File: src/rtl/aliens_io_regs.sv
// I/O register block behind the k053327 decode PAL: control/coin/sound write
// registers, registered input read mux, sound IRQ handshake and watchdog.
module aliens_io_regs #(
  parameter logic [23:0] WDT_MAX    = 24'd3000000,
  parameter logic [15:0] COIN_PULSE = 16'd50000
) (
  input  logic       clk,
  input  logic       rst_n,
  input  logic       iocs_n,
  input  logic       rw,
  input  logic [2:0] addr,
  input  logic [7:0] din,
  output logic [7:0] dout,
  input  logic [7:0] p1,
  input  logic [7:0] p2,
  input  logic [7:0] dsw1,
  input  logic [7:0] dsw2,
  input  logic [3:0] dsw3,
  output logic [7:0] ctrl,
  output logic [1:0] coin_ctr,
  output logic [7:0] snd_cmd,
  output logic       snd_irq,
  input  logic       snd_ack,
  output logic       wdt_rst
);

  typedef enum logic {C_IDLE, C_PULSE} coin_state_t;

  logic        cs_q;
  logic        ev, wr_ev, rd_ev, kick;
  logic        rd_vld_p1;
  logic [2:0]  rd_addr_p1;
  logic [7:0]  rd_data;
  logic [1:0]  req, req_prev;
  logic [23:0] wdt_cnt;

  coin_state_t cstate     [2];
  coin_state_t cstate_nxt [2];
  logic [15:0] ccnt       [2];
  logic [15:0] ccnt_nxt   [2];

  // One event per low period of iocs_n; cs_q resets low so a strobe already
  // held low when reset releases never fires.
  assign ev    = ~iocs_n & cs_q;
  assign wr_ev = ev & ~rw;
  assign rd_ev = ev & rw;
  assign kick  = wr_ev & (addr == 3'd1);

  always_comb begin
    rd_data = 8'hFF;
    case (rd_addr_p1)
      3'd0:    rd_data = {4'hF, dsw3};
      3'd1:    rd_data = p1;
      3'd2:    rd_data = p2;
      3'd3:    rd_data = dsw2;
      3'd4:    rd_data = dsw1;
      default: rd_data = 8'hFF;
    endcase
  end

  // Stage p0: access decode; stage p1: read data load
  always_ff @(posedge clk or negedge rst_n) begin
    if (!rst_n) begin
      cs_q       <= 1'b0;
      rd_vld_p1  <= 1'b0;
      rd_addr_p1 <= 3'd0;
      dout       <= 8'h00;
      ctrl       <= 8'h00;
      req        <= 2'b00;
      req_prev   <= 2'b00;
      snd_cmd    <= 8'h00;
      snd_irq    <= 1'b0;
      wdt_cnt    <= 24'd0;
      wdt_rst    <= 1'b0;
    end else begin
      cs_q      <= iocs_n;
      rd_vld_p1 <= rd_ev;
      if (rd_ev) rd_addr_p1 <= addr;
      if (rd_vld_p1) dout <= rd_data;

      req_prev <= req;
      if (wr_ev && addr == 3'd0) ctrl <= din;
      if (kick) req <= din[1:0];

      // A new command outranks an acknowledge arriving in the same cycle.
      if (wr_ev && addr == 3'd4) begin
        snd_cmd <= din;
        snd_irq <= 1'b1;
      end else if (snd_ack) begin
        snd_irq <= 1'b0;
      end

      if (kick) begin
        wdt_cnt <= 24'd0;
        wdt_rst <= 1'b0;
      end else if (wdt_cnt == WDT_MAX - 24'd1) begin
        wdt_cnt <= 24'd0;
        wdt_rst <= 1'b1;
      end else begin
        wdt_cnt <= wdt_cnt + 24'd1;
        wdt_rst <= 1'b0;
      end
    end
  end

  always_ff @(posedge clk or negedge rst_n) begin
    if (!rst_n) begin
      for (int n = 0; n < 2; n++) begin
        cstate[n] <= C_IDLE;
        ccnt[n]   <= 16'd0;
      end
    end else begin
      for (int n = 0; n < 2; n++) begin
        cstate[n] <= cstate_nxt[n];
        ccnt[n]   <= ccnt_nxt[n];
      end
    end
  end

  // Coin pulse stretches to COIN_PULSE cycles, or longer while request holds.
  always_comb begin
    coin_ctr = 2'b00;
    for (int n = 0; n < 2; n++) begin
      cstate_nxt[n] = cstate[n];
      ccnt_nxt[n]   = ccnt[n];
      case (cstate[n])
        C_IDLE: begin
          if (req[n] && !req_prev[n]) begin
            cstate_nxt[n] = C_PULSE;
            ccnt_nxt[n]   = COIN_PULSE - 16'd1;
          end
        end
        C_PULSE: begin
          coin_ctr[n] = 1'b1;
          if (ccnt[n] != 16'd0) ccnt_nxt[n] = ccnt[n] - 16'd1;
          else if (!req[n])     cstate_nxt[n] = C_IDLE;
        end
        default: cstate_nxt[n] = C_IDLE;
      endcase
    end
  end

endmodule

File: config.mk
export PLATFORM = sky130hd
export DESIGN_NAME = aliens_io_regs
export DESIGN_NICKNAME = d
export VERILOG_FILES = /design/src/rtl/aliens_io_regs.sv
export SDC_FILE = /design/constraint.sdc
export NUM_CORES = 1
export LEC_CHECK = 0
export ABC_AREA = 1
export CORE_MARGIN = 5
export CORE_UTILIZATION = 48
export CTS_CLUSTER_SIZE = 14
export DETAILED_ROUTE_END_ITERATION = 8
export PLACE_DENSITY = 0.72
export SLEW_MARGIN = 20
export SYNTH_ARGS = -nofsm -noshare
export SYNTH_HDL_FRONTEND = slang
export SYNTH_SLANG_ARGS = --single-unit
export TNS_END_PERCENT = 10
File: constraint.sdc
create_clock -name clk -period 2.3 [get_ports clk]
set_input_delay 0.46 -clock clk [delete_from_list [all_inputs] [get_ports clk]]
set_output_delay 0.46 -clock clk [all_outputs]
set_load 0.1 [all_outputs]
==> key figures <==
Hold path
  – Min-Delay Startpoint: req[1]
  – Classification of the worst-slack hold path: reg2reg

Placed design
  – HPWL after detailed placement: 9.63 mm
  – Count of input and output buffers: 79
  – GP Congestion: 0.943

Cells and area
  – Diode count: 0
  – Post-route core utilization: 60.1%
  – Commonest cells after routing, fill and taps aside: 248 x sky130_fd_sc_hd__nand2_1, 127 x sky130_fd_sc_hd__nor2_1, 93 x sky130_fd_sc_hd__dfrtp_1
  – Share of post-route cells with drive strength above 1: 8.90%
  – Nets: 871
  – Leading cell type in the layout, fill and taps excluded: sky130_fd_sc_hd__nand2_1
  – Syn-to-layout area delta: 21.6%

STA
  – Endpoints failing hold: 0
  – Shortest period the worst path allows: 1.93 ns
  – Final clock period utilization by the worst path: 83.9%
  – Setup TNS Final: 0 ns
  – Achievable clock frequency: 518 MHz
  – Final setup fails: 0
  – Max_slew headroom: 62.0%
  – Unrepaired setup endpoints after global routing: false
  – Worst setup skew after layout: 0.00920 ns
  – Final-report max-slew violation count: 0
  – Transition time at the pin with the least slew margin: 0.568 ns

Clock tree
  – Root buffer selected by CTS: sky130_fd_sc_hd__clkbuf_8
  – Buffers inserted during post-CTS setup optimization: 0
  – Skew-Pair Late Insertion Delay: 0.35 ns
  – CTS H-Tree Depth: 3
  – CTS Sinks: 93
  – Maximum clock path buffer count: 2
  – Inserted Clock Buffers: 9
  – CTS tree: built
  – Clock slew at the register clock pins of the worst setup and hold paths: 0.09 ns
  – Total of cells resized after clock tree synthesis: 0

Power
  – Peak ir drop on the vdd network: 0.546 mV
  – Power density normalized to cell area: 762 nW/um^2
  – Leakage component of the power: 3.07 nW

Floorplan
  – Top-level I/O count: 80
  – Initial core utilization: 49.5%
  – Area enclosed by the die boundary: 12,900 sq um
  – Overall die height: 114 microns
  – Horizontal die dimension: 114 microns
  – Site Rows: 37
  – Core Region: 10,400 sq um

Worst setup path
  – R2R Setup Slk: 0.37 ns
  – Crit path arrival time: 2.17 ns
  – Critical path startpoint: wdt_cnt[0]
  – Startpoint types: register
  – CP Capture Type: register
  – Crit Path Category: reg2reg
  – Maximum fanout encountered on the critical timing path: 7
  – End of the worst register-to-register path: wdt_cnt[19]
  – Worst r2r src: wdt_cnt[0]
  – Required @ worst endpoint: 2.54 ns
  – Crit path to: wdt_cnt[19]
  – Register-to-Register Path Depth: 6

Run status
  – Status: finished clean

Global routing
  – First-pass GRT wire length: 21.5 mm
  – Largest net degree at the start of global routing: 34
  – Initial antenna violation count: 0
  – GR Overflow Total: 0
  – All-Layer GR Usage: 20.0%
  – Via count of the first global-routing pass: 4,805

Detailed routing
  – Detailed Route WL: 12.7 mm
  – First drt pass iteration count: 6
  – Via total after detailed routing: 4,823
  – Final ANT Viol Nets: 0
  – DR iter-0 viols: 320
  – DR WL/cell: 13.3 microns
  – Number of remaining DRC errors: 0
  – Vias/cell: 5.04

Logic synthesis
  – Most frequently used flop master after synthesis: sky130_fd_sc_hd__dfrtp_1
  – Main area contributors after synthesis: sky130_fd_sc_hd__dfrtp_1 45%, sky130_fd_sc_hd__nand2_1 18%, sky130_fd_sc_hd__nor2_1 9.3%
  – Post-synth net total: 781
  – Area leader, netlist: sky130_fd_sc_hd__dfrtp_1
  – FFs w/ async S/R, synth: 100%
  – Count of cell types in the netlist: 29
  – Number of warnings reported in the yosys synthesis log: 0
  – Average cell area after synthesis: 7.10 sq um
  – EDFF count, synth: 0
  – Proportion of netlist area held by the largest area contributor: 45.2%
  – Portion of the post-synthesis area used by sequential elements: 45.2%
  – Number of standard cells after synthesis: 726
  – Register bit total from synthesis: 93
  – Synth Cell Area: 5150 sq um

Job
  – Number of violations of the max-capacitance limit: 0
## power breakdown
part	switching (mW)	internal (mW)	total [mW]
logic	1.17	0.433	1.60
clock network	0.567	0.501	1.07
registers	0.232	1.87	2.10
## state kept, by name (all words and copies together), names as in the netlist
| register | flops |
|---|---|
| rd_addr_p1 | 3 |
| ccnt | 32 |
| dout | 8 |
| cstate | 2 |
| snd_cmd | 8 |
| snd_irq | 1 |
| req | 2 |
| wdt_rst | 1 |
| req_prev | 2 |
| wdt_cnt | 24 |
| rd_vld_p1 | 1 |
| ctrl | 8 |
| cs_q | 1 |
## critical path, stage by stage (launching register included)
cell and delay [ns]:
sky130_fd_sc_hd__dfrtp_1 0.47, sky130_fd_sc_hd__ha_1 0.34, sky130_fd_sc_hd__nand3_1 0.23, sky130_fd_sc_hd__nor3b_1 0.24, sky130_fd_sc_hd__nand3_1 0.30, sky130_fd_sc_hd__nand3_1 0.19
sky130_fd_sc_hd__nor2_1 0.05
## synthesized netlist by cell type, types with 2 or more instances
cell and count:
sky130_fd_sc_hd__a21oi_1 13, sky130_fd_sc_hd__buf_2 3, sky130_fd_sc_hd__buf_6 3, sky130_fd_sc_hd__clkbuf_1 4
sky130_fd_sc_hd__dfrtp_1 93, sky130_fd_sc_hd__ha_1 3, sky130_fd_sc_hd__inv_1 76, sky130_fd_sc_hd__nand2_1 248
sky130_fd_sc_hd__nand2_2 3, sky130_fd_sc_hd__nand2_4 2, sky130_fd_sc_hd__nand3_1 55, sky130_fd_sc_hd__nand3b_1 3
sky130_fd_sc_hd__nand4_1 6, sky130_fd_sc_hd__nor2_1 127, sky130_fd_sc_hd__nor2_2 4, sky130_fd_sc_hd__nor2_4 3
sky130_fd_sc_hd__nor3_1 4, sky130_fd_sc_hd__o21ai_0 39, sky130_fd_sc_hd__o21ai_1 2, sky130_fd_sc_hd__o21ai_2 4
sky130_fd_sc_hd__o21bai_1 5, sky130_fd_sc_hd__xnor2_1 5, sky130_fd_sc_hd__xor2_1 15
## cell type report
type / count / area [sq um]
fill: 958 / 4150
clock buffer: 10 / 128
timing repair buffer: 89 / 808
sequential: 93 / 2330
clock inverter: 5 / 60.1
multi-input combinational: 546 / 2480
tap: 136 / 170
inverter: 77 / 290
## layer usage
layer	GRT usage [%]	part of all wire (%)	wire, microns	vias to the layer above
li1	-	-	-	2438
met1	26.6	47	5930	2228
met5	0	0	0	-
met3	3.98	6.2	784	17
met2	33.1	46	5830	140
met4	6.09	1.3	163	0
## worst min path at each step
stage | to | depth (start not counted)
after floorplan | ccnt[0] | 0
after detailed placement | req_prev[1] | 0
after CTS | req_prev[1] | 0
after global placement | req_prev[0] | 0
after global routing | req_prev[1] | 0
final | req_prev[1] | 0
## timing repair
| action | 4_1_cts | 5_1_grt |
|---|---|---|
| setup endpoints to repair | 0 | 0 |
| endpoints found under the hold margin | 19 | 0 |
| hold buffers | 1 | 0 |
## cell families after synthesis
family,count (synthesis),synth area share (%)
AOI/OAI and AO/OA,64,6.90
xor gates and xnor gates,20,3.40
adders and majority gates,3,0.729
buffers and inverters,87,6.87
DFF,93,45.2
and+or+nand+nor,459,36.9
## stage by stage
stage / setup WS, ns / hold slack [ns] / std cells / area (sq um) / power [mW]
2_1_floorplan: 0.424 / 0.164 / 726 / 5150 / 3.24
3_3_place_gp: 0.330 / 0.358 / 940 / 6070 / 3.70
3_5_place_dp: 0.312 / 0.363 / 940 / 6070 / 3.72
4_1_cts: 0.420 / 0.396 / 956 / 6260 / 4.80
5_1_grt: 0.241 / 0.405 / 956 / 6260 / 5.02
6_report: 0.370 / 0.393 / 956 / 6260 / 4.77
Note: power is estimated with default switching activity, not from simulation.
